[src/rtl/alu2_wb_pkg.sv]
// rtl/alu2_wb_pkg.sv - shared constants for the ALU writeback stage
package alu2_wb_pkg;

    localparam int FLAG_W = 8;

endpackage

[src/rtl/alu2_flagreg.sv]
// rtl/alu2_flagreg.sv - architectural flag register with load priority
// Optional same-cycle bypass of in_fo onto flags: ALU2_WB_FLAG_BYPASS_EN.
module alu2_flagreg
    import alu2_wb_pkg::*;
(
    input  logic              clk,
    input  logic              reset,
    input  logic              flag_ld,
    input  logic [FLAG_W-1:0] flag_ld_val,
    input  logic              fo_we,
    input  logic [FLAG_W-1:0] fo,
    output logic [FLAG_W-1:0] flags
);

    logic [FLAG_W-1:0] flag_q;

    // External load outranks the instruction's own flag write.
    always_ff @(posedge clk or negedge reset) begin
        if (!reset) begin
            flag_q <= '0;
        end else if (flag_ld) begin
            flag_q <= flag_ld_val;
        end else if (fo_we) begin
            flag_q <= fo;
        end
    end

`ifdef ALU2_WB_FLAG_BYPASS_EN
    assign flags = (fo_we && !flag_ld) ? fo : flag_q;
`else
    assign flags = flag_q;
`endif

endmodule

[src/rtl/alu2_wb.sv]
// rtl/alu2_wb.sv - execute-to-writeback holding register, flags and retire count
// Optional flag bypass selected by ALU2_WB_FLAG_BYPASS_EN (see alu2_flagreg).
module alu2_wb
    import alu2_wb_pkg::*;
#(
    parameter int WIDTH  = 32,
    parameter int RWIDTH = 4,
    parameter int CWIDTH = 32
) (
    input  logic              clk,
    input  logic              reset,
    input  logic              in_valid,
    output logic              in_ready,
    input  logic [WIDTH-1:0]  in_res,
    input  logic [FLAG_W-1:0] in_fo,
    input  logic              in_wb_en,
    input  logic              in_flag_en,
    input  logic [RWIDTH-1:0] in_rd,
    output logic              rf_we,
    input  logic              rf_ready,
    output logic [RWIDTH-1:0] rf_wa,
    output logic [WIDTH-1:0]  rf_wd,
    output logic [FLAG_W-1:0] flags,
    input  logic              flag_ld,
    input  logic [FLAG_W-1:0] flag_ld_val,
    output logic              fwd_valid,
    output logic [RWIDTH-1:0] fwd_rd,
    output logic [WIDTH-1:0]  fwd_data,
    output logic [CWIDTH-1:0] retired
);

    logic              acc;
    logic              load;
    logic              rf_we_d;
    logic [RWIDTH-1:0] rf_wa_d;
    logic [WIDTH-1:0]  rf_wd_d;

    assign in_ready = !rf_we || rf_ready;
    assign acc      = in_valid && in_ready;
    assign load     = acc && in_wb_en;

    // rf_we is the whole holding-register state: EMPTY=0, FULL=1.
    always_comb begin
        rf_we_d = rf_we;
        rf_wa_d = rf_wa;
        rf_wd_d = rf_wd;
        if (load) begin
            rf_we_d = 1'b1;
            rf_wa_d = in_rd;
            rf_wd_d = in_res;
        end else if (rf_ready) begin
            rf_we_d = 1'b0;
        end
    end

    always_ff @(posedge clk or negedge reset) begin
        if (!reset) begin
            rf_we   <= 1'b0;
            rf_wa   <= '0;
            rf_wd   <= '0;
            retired <= '0;
        end else begin
            rf_we <= rf_we_d;
            rf_wa <= rf_wa_d;
            rf_wd <= rf_wd_d;
            if (acc) begin
                retired <= retired + CWIDTH'(1);
            end
        end
    end

    // A same-cycle acceptance is deliberately not forwarded.
    assign fwd_valid = rf_we;
    assign fwd_rd    = rf_wa;
    assign fwd_data  = rf_wd;

    alu2_flagreg u_flagreg (
        .clk         (clk),
        .reset       (reset),
        .flag_ld     (flag_ld),
        .flag_ld_val (flag_ld_val),
        .fo_we       (acc && in_flag_en),
        .fo          (in_fo),
        .flags       (flags)
    );

endmodule

[config.mk]
export PLATFORM = sky130hd
export DESIGN_NAME = alu2_wb
export DESIGN_NICKNAME = d
export VERILOG_FILES = /design/src/rtl/alu2_wb_pkg.sv /design/src/rtl/alu2_flagreg.sv /design/src/rtl/alu2_wb.sv
export SDC_FILE = /design/constraint.sdc
export NUM_CORES = 1
export LEC_CHECK = 0
export CORE_MARGIN = 2
export CORE_UTILIZATION = 35
export CTS_BUF_LIST = sky130_fd_sc_hd__clkbuf_8
export DETAILED_ROUTE_END_ITERATION = 7
export PLACE_DENSITY = 0.72
export SYNTH_ARGS = -nofsm -noshare
export SYNTH_HDL_FRONTEND = slang
export SYNTH_HIERARCHICAL = 1
export SYNTH_SLANG_ARGS = --single-unit
[constraint.sdc]
create_clock -name clk -period 2.18 [get_ports clk]
set_clock_uncertainty 0.1 [all_clocks]
set_input_delay 0.327 -clock clk [delete_from_list [all_inputs] [get_ports clk]]
set_output_delay 0.327 -clock clk [all_outputs]
set_load 0.005 [all_outputs]
Yosys cells after proc, flatten, opt, wreduce, memory -nomap -nowiden
Cells that the tools add are included.
W data, S select, Z words.
- memory bits (writable): 0
- register bits after elaboration: 77
- memories kept: 0
- logic and storage cells: 17
- output and inout bits: 115
- bits of input ports: 59
- ROM bits: 0
- latch bits: 0
- shift operators: 0
- $mul: 0
- magnitude comparators: 0
- multiplexer cells: 4
- bitwise operators: 0
- add/sub/neg operators: 1
- reduce and logical (&&, ||, !) cells: 7
- eq/ne operators: 0
- divide/modulo/power cells: 0
- operator list (kind ; count):
    $add A32 B1 Y32 const B ; 1
    $mux W8 ; 2
    $reduce_bool A2 Y1 ; 2
    $logic_and A1 B1 Y1 ; 3
    $mux W1 ; 2
    $logic_not A1 Y1 ; 1
    $logic_or A1 B1 Y1 ; 1

Logic depth before layout (Yosys ltp)
- word-level depth: 6
- mapped depth: 7
- depth with buffers taken out: 5

Modules after synthesis
Netlist, hierarchy kept.
- modules (own cells, without submodules) (module ; times used ; area an instance (µm²) ; sequential area each (µm²) ; cells each):
    alu2_wb ; 1 ; 3230.6 ; 1726.7 ; 253
    alu2_flagreg ; 1 ; 372.9 ; 200.2 ; 34

Least setup slack after synthesis
OpenSTA, ideal clock, no wires.
- path kind: input to register
- from: input rf_ready
- to: register rf_wd[0], in the netlist fwd_data[0]
- path buffers: 3
- data required time: 1953 ps
- stages: 7
- path slack: 462 ps
- data arrival time: 1491 ps
- setup time: 127 ps
- cell sequence: nand2b_1 > buf_4 > and2_1 > buf_2 > nand2_4 > buf_6 > mux2_1
- word-level cells in the longest chain between the ends: 3
- ends and longest elaborated chain (item ; RTL line ; RTL):
    from (decl) ; alu2_wb.sv:20 ; input logic rf_ready,
    $logic_or A1 B1 Y1 ; alu2_wb.sv:38 ; assign in_ready = !rf_we || rf_ready;
    via in_ready ; alu2_wb.sv:13 ; output logic in_ready,
    $logic_and A1 B1 Y1 ; alu2_wb.sv:39 ; assign acc = in_valid && in_ready;
    $logic_and A1 B1 Y1 ; alu2_wb.sv:40 ; assign load = acc && in_wb_en;
    to (signal assigned) ; alu2_wb.sv:65 ; rf_wd <= rf_wd_d;
    to (decl) ; alu2_wb.sv:22 ; output logic [WIDTH-1:0] rf_wd,
The timed path passes the listed nets, and every way through them passes these cells.
A chain may end at the register's enable or synchronous reset.

Final worst setup path
- from: input rf_ready
- to: output in_ready
- word-level cells in the longest chain between the ends: 1
- ends and longest elaborated chain (item ; RTL line):
    $logic_or A1 B1 Y1 ; alu2_wb.sv:38
    to (decl) ; alu2_wb.sv:13
Every way passes these cells.

==> flow_summary.json <==
{
  "synth_area_per_cell_um2": 12.6,
  "antenna_found_initial": 0,
  "comb_power_share": 0.257,
  "hold_depth": 1,
  "numCtsBuffers": 9,
  "wirelength_mm": 8.49,
  "peakVddDrop_mv": 0.518,
  "path_depth": 4,
  "placed_cell_area_um2": 5220,
  "cap_violations": 0,
  "startpoint_type": "primary input",
  "dp_slack_ns": 0.0950,
  "timing_hold_violations_final": 0,
  "clkTransAtPathRegs_ns": 0.08,
  "path_max_fanout": 6,
  "yosys_warnings": 6,
  "area_delta_synth_final_pct": 52.5,
  "final_area_um2": 5490,
  "min_path_type": "register to register",
  "die_w_um": 105,
  "htreeDepth": 3,
  "fp.dieH_um": 105,
  "hold_slack_ns": 0.377,
  "cts_buffer_depth": 2,
  "max_clock_freq_ghz": 0.486,
  "r2r_start": "retired[17]$_DFFE_PN0P_",
  "max-slew-margin-rel": 0.490,
  "cts_tree": "built",
  "p_seq_frac": 0.421,
  "rows": 37,
  "synth-edff-count": 0,
  "setup_viol": 0,
  "clkPwrFrac": 0.322,
  "reg2reg_depth": 4,
  "yosysSeqAreaShare": 0.535,
  "vias": 2658,
  "drv_slew": 0,
  "worstSetupStartpoint": "rf_ready",
  "worst_ep_arrival_time_ns": 1.63,
  "ios": 174,
  "tns_ns": 0,
  "grt_max_degree": 60,
  "cts-root-buf": "clkbuf_8",
  "worstPathRequired_ns": 1.75,
  "slowest_stage": "clkdlybuf4s50_1",
  "postRouteAntennaNets": 0,
  "grt_pass1_vias": 2611,
  "power_density_nw_per_um2": 786,
  "diodes": 0,
  "cts_num_sinks": 77,
  "intPower_uw": 3310,
  "grt_pass1_wl_mm": 13.8,
  "swShare": 0.234,
  "syn-num-nets": 347,
  "fillCellCount": 872,
  "rsz0062_at_grt": "no",
  "synthCells": 287,
  "start_util": 0.355,
  "ys_async_sr_fraction": 1.00,
  "power.net_switching_uw": 1010,
  "status": "finished clean",
  "finalWorstSetupSlack_ns": 0.122,
  "clk_latency_ns": 0.33,
  "path_buf_inv": 3,
  "synth_cell_types": 30,
  "slowest_delay_ns": 0.51,
  "worstHoldStart": "retired[31]$_DFFE_PN0P_",
  "syn_area_um2": 3600,
  "nets": 493,
  "gr-total-overflow": 0,
  "leakagePower_uw": 0.00231,
  "crit_family": "buffers and inverters",
  "drive_above_1_share": 0.0755,
  "wire_per_inst_um": 14.8,
  "cp_common_cell": "clkdlybuf4s50_1",
  "place_hpwl_mm": 6.40,
  "critPathKind": "primary input to primary output",
  "dr.pass1.iters": 4,
  "drcViolationCount": 0,
  "min_period_over_period": 0.944,
  "ys_seq_elements": 77,
  "fin_crit_ns": 2.06,
  "dieArea_um2": 11100,
  "track_usage": 0.156,
  "synth_ff_type": "dfrtp_1",
  "post_cts_resized": 0,
  "core_um2": 10100,
  "vias_per_cell": 4.64,
  "worst_pin_slew_ns": 0.765,
  "drtIter0Drc": 95,
  "path_cells": "clkdlybuf4s50_1 > nand2b_1 > buf_12 > clkdlybuf4s50_1",
  "port_buffers": 173,
  "cp-end-kind": "primary output",
  "gp_congestion": 0.769
}
cells in the final DEF, fill, tap and decap left out, types with 3 or more instances in the layout:
cell / instances
dfrtp_1: 77
nor3_1: 5
inv_1: 5
o21ai_1: 8
clkbuf_8: 10
nor2_1: 5
nor4_2: 5
nand3_1: 8
mux2_1: 37
clkdlybuf4s50_1: 172
bufinv_16: 4
nand4_1: 13
nand2_1: 18
buf_4: 7
xnor2_1: 19
and4_1: 3
mux2i_1: 8
xor2_1: 12
and3_1: 6
cell families (layout without fill, tap and decap cells):
group	Yosys count	count (layout)	share of synthesized area
buffers and inverters	51	201	0.106
xor gates and xnor gates	31	31	0.0753
AOI/OAI and AO/OA	8	8	0.0111
muxes	45	45	0.138
adders and majority gates	1	1	0.00347
and+or+nand+nor	74	74	0.132
DFF	77	77	0.535
power by group through the flow:
stage	clock, uW	combinational [uW]	sequential (uW)
2_1_floorplan	0	432	1830
6_report	1390	1110	1820
3_5_place_dp	0	1130	1850
3_3_place_gp	0	1110	1830
4_1_cts	1450	1130	1820
5_1_grt	1490	1190	1850
repair_timing:
item | CTS | global route
hold endpoints to repair | 57 | 0
buffers inserted | 0 | 0
setup endpoints to repair | 0 | 0
hold buffers | 1 | 0
synthesized netlist by cell type (6+ instances only):
cell type  instances  area share
nand2_1           18       0.019
dfrtp_1           77        0.53
buf_4             38       0.079
o21ai_1            8       0.011
mux2_1            37        0.12
nand3_1            8       0.011
mux2i_1            8       0.022
buf_6              6       0.019
xnor2_1           19       0.046
and3_1             6       0.010
nand4_1           13       0.023
xor2_1            12       0.029
area by class of cell:
cell class	count	area (um2)	share of cell area
multi-input cells	159	1300	0.236
repair buffers	182	1820	0.332
well taps	136	170	0.0310
inverters	4	15.0	0.00273
clock inverters	5	124	0.0225
flip-flops and latches	77	1930	0.351
clock buffers	10	138	0.0251
final timing paths:
kind,end,slack [ns]
worst max-delay path,in_ready,0.12
worst min-delay path,retired[31]$_DFFE_PN0P_,0.38
worst max register to register,retired[25]$_DFFE_PN0P_,0.40
worst min register to register,retired[31]$_DFFE_PN0P_,0.38
max in group asynchronous,retired[22]$_DFFE_PN0P_,0.78
min in group asynchronous,fwd_rd[1]$_DFFE_PN0P_,0.50
flip-flops by register name (all words and copies together), names as in the netlist:
signal,count
fwd_data,32
u_flagreg/flags,8
fwd_valid,1
retired,32
fwd_rd,4
layer usage:
| metal | share of wire | routed length, um | global-route usage | up-vias |
|---|---|---|---|---|
| met5 | 0 | 0 | 0 | - |
| met4 | 0.0088 | 75 | 0.0514 | 0 |
| met3 | 0.065 | 553 | 0.0322 | 9 |
| met2 | 0.50 | 4270 | 0.260 | 111 |
| met1 | 0.42 | 3600 | 0.202 | 1292 |
| li1 | - | - | - | 1246 |
through the flow:
step | total power, uW | utilization | instances
2_1_floorplan | 2260 | - | 287
3_3_place_gp | 2940 | 0.515 | 557
3_5_place_dp | 2980 | 0.515 | 557
4_1_cts | 4400 | 0.542 | 573
5_1_grt | 4540 | 0.542 | 573
6_report | 4320 | 0.542 | 573
worst register-to-register path, cell delays in order (launching register included):
cell	delay, ns
dfrtp_1	0.45
nand4_1	0.23
nor4_4	0.52
nand4b_1	0.20
xnor2_1	0.17
No activity file was read; power rests on OpenSTA's default activity.
